<file path="config.mk">
export PLATFORM = sky130hd
export DESIGN_NAME = display_timing_flat
export DESIGN_NICKNAME = d
export VERILOG_FILES = /design/src/rtl/display_timing_if.sv /design/src/rtl/display_timing.sv /design/src/flat_wrapper.sv
export SDC_FILE = /design/constraint.sdc
export NUM_CORES = 1
export LEC_CHECK = 0
export CORE_ASPECT_RATIO = 1.4
export CORE_UTILIZATION = 51
export CTS_BUF_LIST = sky130_fd_sc_hd__clkbuf_8
export DETAILED_ROUTE_END_ITERATION = 16
export PLACE_DENSITY = 0.92
export SLEW_MARGIN = 20
export SYNTH_ARGS = -nofsm -noshare
export SYNTH_HDL_FRONTEND = slang
export SYNTH_SLANG_ARGS = --single-unit
</file>
<file path="constraint.sdc">
create_clock -name clk -period 1.85 [get_ports clk]
set_input_delay 0.2775 -clock clk [delete_from_list [all_inputs] [get_ports clk]]
set_output_delay 0.2775 -clock clk [all_outputs]
set_load 0.01 [all_outputs]
</file>
<file path="src/rtl/display_timing_if.sv">
// Raster timing bundle produced by display_timing and consumed by the maze/rgb logic.
interface display_timing_if;
    logic [9:0] hCount;
    logic [9:0] vCount;
    logic       hSync;
    logic       vSync;
    logic       bright;
    logic       pix_en;
    logic       frame_tick;
    logic       move_clk;

    modport master (
        output hCount, vCount, hSync, vSync, bright, pix_en, frame_tick, move_clk
    );

    modport slave (
        input hCount, vCount, hSync, vSync, bright, pix_en, frame_tick, move_clk
    );
endinterface

</file>
<file path="src/rtl/display_timing.sv">
// 640x480@60 VGA raster timing: pixel-rate divider, h/v counters, syncs, bright, move_clk.
// Optional move_clk generator is enabled by defining DISPLAY_MOVE_CLK_EN.
module display_timing #(
    parameter int CLK_DIV     = 4,
    parameter int H_TOTAL     = 800,
    parameter int H_SYNC      = 96,
    parameter int H_ACT_START = 144,
    parameter int H_ACT_END   = 784,
    parameter int V_TOTAL     = 525,
    parameter int V_SYNC      = 2,
    parameter int V_ACT_START = 35,
    parameter int V_ACT_END   = 515,
    parameter int MOVE_FRAMES = 1
) (
    input  logic              clk,
    input  logic              Reset,
    display_timing_if.master  vga
);

    localparam int DIV_W = (CLK_DIV > 1) ? $clog2(CLK_DIV) : 1;

    localparam logic [DIV_W-1:0] DIV_LAST = DIV_W'(CLK_DIV - 1);
    localparam logic [9:0] H_LAST    = 10'(H_TOTAL - 1);
    localparam logic [9:0] V_LAST    = 10'(V_TOTAL - 1);
    localparam logic [9:0] H_SYNC_W  = 10'(H_SYNC);
    localparam logic [9:0] V_SYNC_W  = 10'(V_SYNC);
    localparam logic [9:0] H_ACT_S   = 10'(H_ACT_START);
    localparam logic [9:0] H_ACT_E   = 10'(H_ACT_END);
    localparam logic [9:0] V_ACT_S   = 10'(V_ACT_START);
    localparam logic [9:0] V_ACT_E   = 10'(V_ACT_END);

    if (MOVE_FRAMES < 1) begin : g_bad_move_frames
        $error("display_timing: MOVE_FRAMES must be at least 1");
    end

    logic [DIV_W-1:0] div;
    logic [9:0]       h_count;
    logic [9:0]       v_count;
    logic             pix_en;
    logic             h_last;
    logic             v_last;
    logic             frame_tick;

    assign pix_en     = (div == DIV_LAST);
    assign h_last     = (h_count == H_LAST);
    assign v_last     = (v_count == V_LAST);
    assign frame_tick = pix_en && h_last && v_last;

    always_ff @(posedge clk) begin
        if (Reset) begin
            div <= '0;
        end else if (pix_en) begin
            div <= '0;
        end else begin
            div <= div + 1'b1;
        end
    end

    always_ff @(posedge clk) begin
        if (Reset) begin
            h_count <= '0;
            v_count <= '0;
        end else if (pix_en) begin
            if (h_last) begin
                h_count <= '0;
                v_count <= v_last ? '0 : v_count + 1'b1;
            end else begin
                h_count <= h_count + 1'b1;
            end
        end
    end

    // Syncs and bright decode straight from the counter registers so they
    // line up with hCount/vCount in the same cycle.
    assign vga.hCount     = h_count;
    assign vga.vCount     = v_count;
    assign vga.hSync      = (h_count >= H_SYNC_W);
    assign vga.vSync      = (v_count >= V_SYNC_W);
    assign vga.bright     = (h_count >= H_ACT_S) && (h_count < H_ACT_E) &&
                            (v_count >= V_ACT_S) && (v_count < V_ACT_E);
    assign vga.pix_en     = pix_en;
    assign vga.frame_tick = frame_tick;

`ifdef DISPLAY_MOVE_CLK_EN
    localparam int FRM_W = (MOVE_FRAMES > 1) ? $clog2(MOVE_FRAMES) : 1;
    localparam logic [FRM_W-1:0] FRM_LAST = FRM_W'(MOVE_FRAMES - 1);

    logic [FRM_W-1:0] frame_cnt;
    logic             move_q;

    // move_clk flips on the same edge that wraps the raster back to (0,0).
    always_ff @(posedge clk) begin
        if (Reset) begin
            frame_cnt <= '0;
            move_q    <= 1'b0;
        end else if (frame_tick) begin
            if (frame_cnt == FRM_LAST) begin
                frame_cnt <= '0;
                move_q    <= ~move_q;
            end else begin
                frame_cnt <= frame_cnt + 1'b1;
            end
        end
    end

    assign vga.move_clk = move_q;
`else
    assign vga.move_clk = 1'b0;
`endif

endmodule
</file>
<file path="src/flat_wrapper.sv">
// flat-port wrapper written by rule: the top's interface ports become plain ports
module display_timing_flat 
#(
    parameter int CLK_DIV     = 4,
    parameter int H_TOTAL     = 800,
    parameter int H_SYNC      = 96,
    parameter int H_ACT_START = 144,
    parameter int H_ACT_END   = 784,
    parameter int V_TOTAL     = 525,
    parameter int V_SYNC      = 2,
    parameter int V_ACT_START = 35,
    parameter int V_ACT_END   = 515,
    parameter int MOVE_FRAMES = 1
)
  (clk, Reset, vga_hCount, vga_vCount, vga_hSync, vga_vSync, vga_bright, vga_pix_en, vga_frame_tick, vga_move_clk);
  display_timing_if vga_i ();
  input  logic clk;
  input  logic Reset;
  output wire logic [$bits(vga_i.hCount)-1:0] vga_hCount;
  output wire logic [$bits(vga_i.vCount)-1:0] vga_vCount;
  output wire logic [$bits(vga_i.hSync)-1:0] vga_hSync;
  output wire logic [$bits(vga_i.vSync)-1:0] vga_vSync;
  output wire logic [$bits(vga_i.bright)-1:0] vga_bright;
  output wire logic [$bits(vga_i.pix_en)-1:0] vga_pix_en;
  output wire logic [$bits(vga_i.frame_tick)-1:0] vga_frame_tick;
  output wire logic [$bits(vga_i.move_clk)-1:0] vga_move_clk;
  assign vga_hCount = vga_i.hCount;
  assign vga_vCount = vga_i.vCount;
  assign vga_hSync = vga_i.hSync;
  assign vga_vSync = vga_i.vSync;
  assign vga_bright = vga_i.bright;
  assign vga_pix_en = vga_i.pix_en;
  assign vga_frame_tick = vga_i.frame_tick;
  assign vga_move_clk = vga_i.move_clk;
  display_timing #(.CLK_DIV(CLK_DIV), .H_TOTAL(H_TOTAL), .H_SYNC(H_SYNC), .H_ACT_START(H_ACT_START), .H_ACT_END(H_ACT_END), .V_TOTAL(V_TOTAL), .V_SYNC(V_SYNC), .V_ACT_START(V_ACT_START), .V_ACT_END(V_ACT_END), .MOVE_FRAMES(MOVE_FRAMES)) u_core (.clk(clk), .Reset(Reset), .vga(vga_i));
endmodule
</file>
==> flow_metrics.tcl <==
set metrics [dict create \
    required_ns 1.57 \
    synth_area_um2 1190 \
    wire_per_inst_um 16.6 \
    die_h_um 59.2 \
    drcViolationCount 0 \
    cts_buffer_depth 2 \
    h-tree-depth 1 \
    dr.first_iter.drc_count 57 \
    cts.hold.buffers_added 0 \
    drive_gt1_frac 0.280 \
    powerDensity_nw_per_um2 541 \
    final_cells 222 \
    fp.dieW_um 42.8 \
    tns_ns -0.127 \
    core_um2 2180 \
    drv_cap 0 \
    avgSynthCellArea_um2 8.50 \
    cts.sinks 22 \
    grt_pass1_wl_um 6110 \
    cp-start-kind "register" \
    io_buffers 26 \
    grt_pass1_vias 1360 \
    diodes 0 \
    syn_nets 148 \
    antenna_found_initial 0 \
    ant_nets 0 \
    io_pins 28 \
    nets 209 \
    fmaxAchievable_mhz 513 \
    ys_seq_elements 22 \
    via_per_inst 5.91 \
    total_power_uw 994 \
    rsz0062_at_grt "yes" \
    track_usage 0.316 \
    clkSlewWorstSetupHoldPaths_ns 0.09 \
    setup_slack_ns -0.101 \
    dpl.cell_count 218 \
    synthArstFlopShare 0 \
    vias 1312 \
    cts_tree "built" \
    row_count 20 \
    hpwl_um 2580 \
    first_pass_iters 4 \
    cp_max_fo 6 \
    start_util 0.547 \
    hold_viol 0 \
    synthToLayoutAreaGrowth_pct 54.5 \
    synth_flop_cell "dfxtp_1" \
    fin_crit_sh 1.05 \
    min_period_ns 1.95 \
    gp_congestion 0.866 \
    final_cell_mix "buf_4, clkdlybuf4s50_1, dfxtp_1" \
    setup_viol 2 \
    arrival_ns 1.67 \
    dieArea_um2 2530 \
    critPathKind "reg -> out" \
    hp-class "reg -> reg" \
    seq_area_frac_synth 0.370 \
    final_common_cell "buf_4" \
    cts_buffers 3 \
    status "finished with violations" \
    finalClockSkew_ns 0.00279 \
    overflow 0 \
    ir_worst_vdd_v 0.000679 \
    ys_types 33 \
    violations "setup timing" \
    end_kind "output pin" \
    clk-insertion-delay-late_ns 0.27 \
    root_buffer "clkbuf_8" \
    slew_viol_final 0 \
    synth_edf_count 0 \
    grt_max_degree 14 \
    wirelength_um 3690 \
    netlist_instances 140 \
    yosys_warnings 0 \
    utilization 0.844 \
    p_leak_uw 0.000742 \
]
layer usage:
metal | GRT usage | wire length (um)
met5 | 0 | 0
met4 | 0.188 | 120
met3 | 0.0549 | 162
met2 | 0.591 | 2070
met1 | 0.319 | 1340
per-stage QoR:
step           hold WS, ns  setup WS (ns)  cell area, um^2
6_report             0.457         -0.101             1840
4_1_cts              0.451         -0.124             1810
5_1_grt              0.466         -0.152             1840
2_1_floorplan        0.404         0.0335             1190
3_5_place_dp         0.441         -0.219             1710
3_3_place_gp         0.413         -0.214             1710
cells by family after synthesis:
family	count (synthesis)	synth area share
other	1	0.00315
XOR/XNOR	10	0.0736
adder cells (fa/ha/maj)	6	0.0631
AO/OA/AOI/OAI	22	0.122
flip-flops	22	0.370
buffers and inverters	12	0.0452
AND/OR/NAND/NOR	67	0.323
cell type report:
type / instances / area [um^2]
well taps: 22 / 27.5
repair buffers: 60 / 508
clock buffers: 3 / 41.3
clock inverters: 1 / 30.0
flip-flops and latches: 22 / 444
multi-input cells: 106 / 757
inverters: 8 / 30.0
fillers: 114 / 339
synthesized netlist by cell type, drive strengths merged, types with 2 or more instances:
master,instances,area share
inv,8,0.025
xor2,4,0.029
or4,2,0.013
nand3,6,0.036
buf,3,0.017
nor2,12,0.038
xnor2,6,0.044
ha,6,0.063
nor3,6,0.025
nor4,3,0.016
or3,8,0.042
dfxtp,22,0.37
nand2,14,0.044
nand4,7,0.047
and3,2,0.011
a21oi,10,0.042
nand2b,2,0.011
o21ai,7,0.029
final timing paths:
check                                                        from                                 to  slack [ns]  cells past startpoint
worst min register to register           u_core.div[0]$_SDFF_PP0_           u_core.div[0]$_SDFF_PP0_        0.46                      1
worst max register to register  u_core.vga.hCount[4]$_SDFFE_PP0P_  u_core.vga.vCount[3]$_SDFFE_PP0P_        0.11                      6
worst max-delay path            u_core.vga.vCount[1]$_SDFFE_PP0P_                          vga_vSync       -0.10                      4
worst min-delay path                     u_core.div[0]$_SDFF_PP0_           u_core.div[0]$_SDFF_PP0_        0.46                      1
state kept, by name (all words and copies together) (netlist names):
register / flops
u_core.vga.hCount: 10
u_core.vga.vCount: 10
u_core.div: 2
repair_timing:
item | CTS | global route
setup endpoints to repair | 3 | 4
pin swaps | 3 | 1
buffers inserted | 0 | 0
resized for setup | 21 | 6
report_power, final:
group          total, uW  switching [uW]  internal (uW)
clock network        458             169            289
registers            485            3.94            481
logic               51.7            26.8           24.9
critical path, cell delays in order, from the launching register on:
cell	delay, ns
dfxtp_2	0.35
buf_6	0.13
or4_1	0.48
or3_1	0.31
buf_2	0.14
Note: power is estimated with default switching activity, not from simulation.
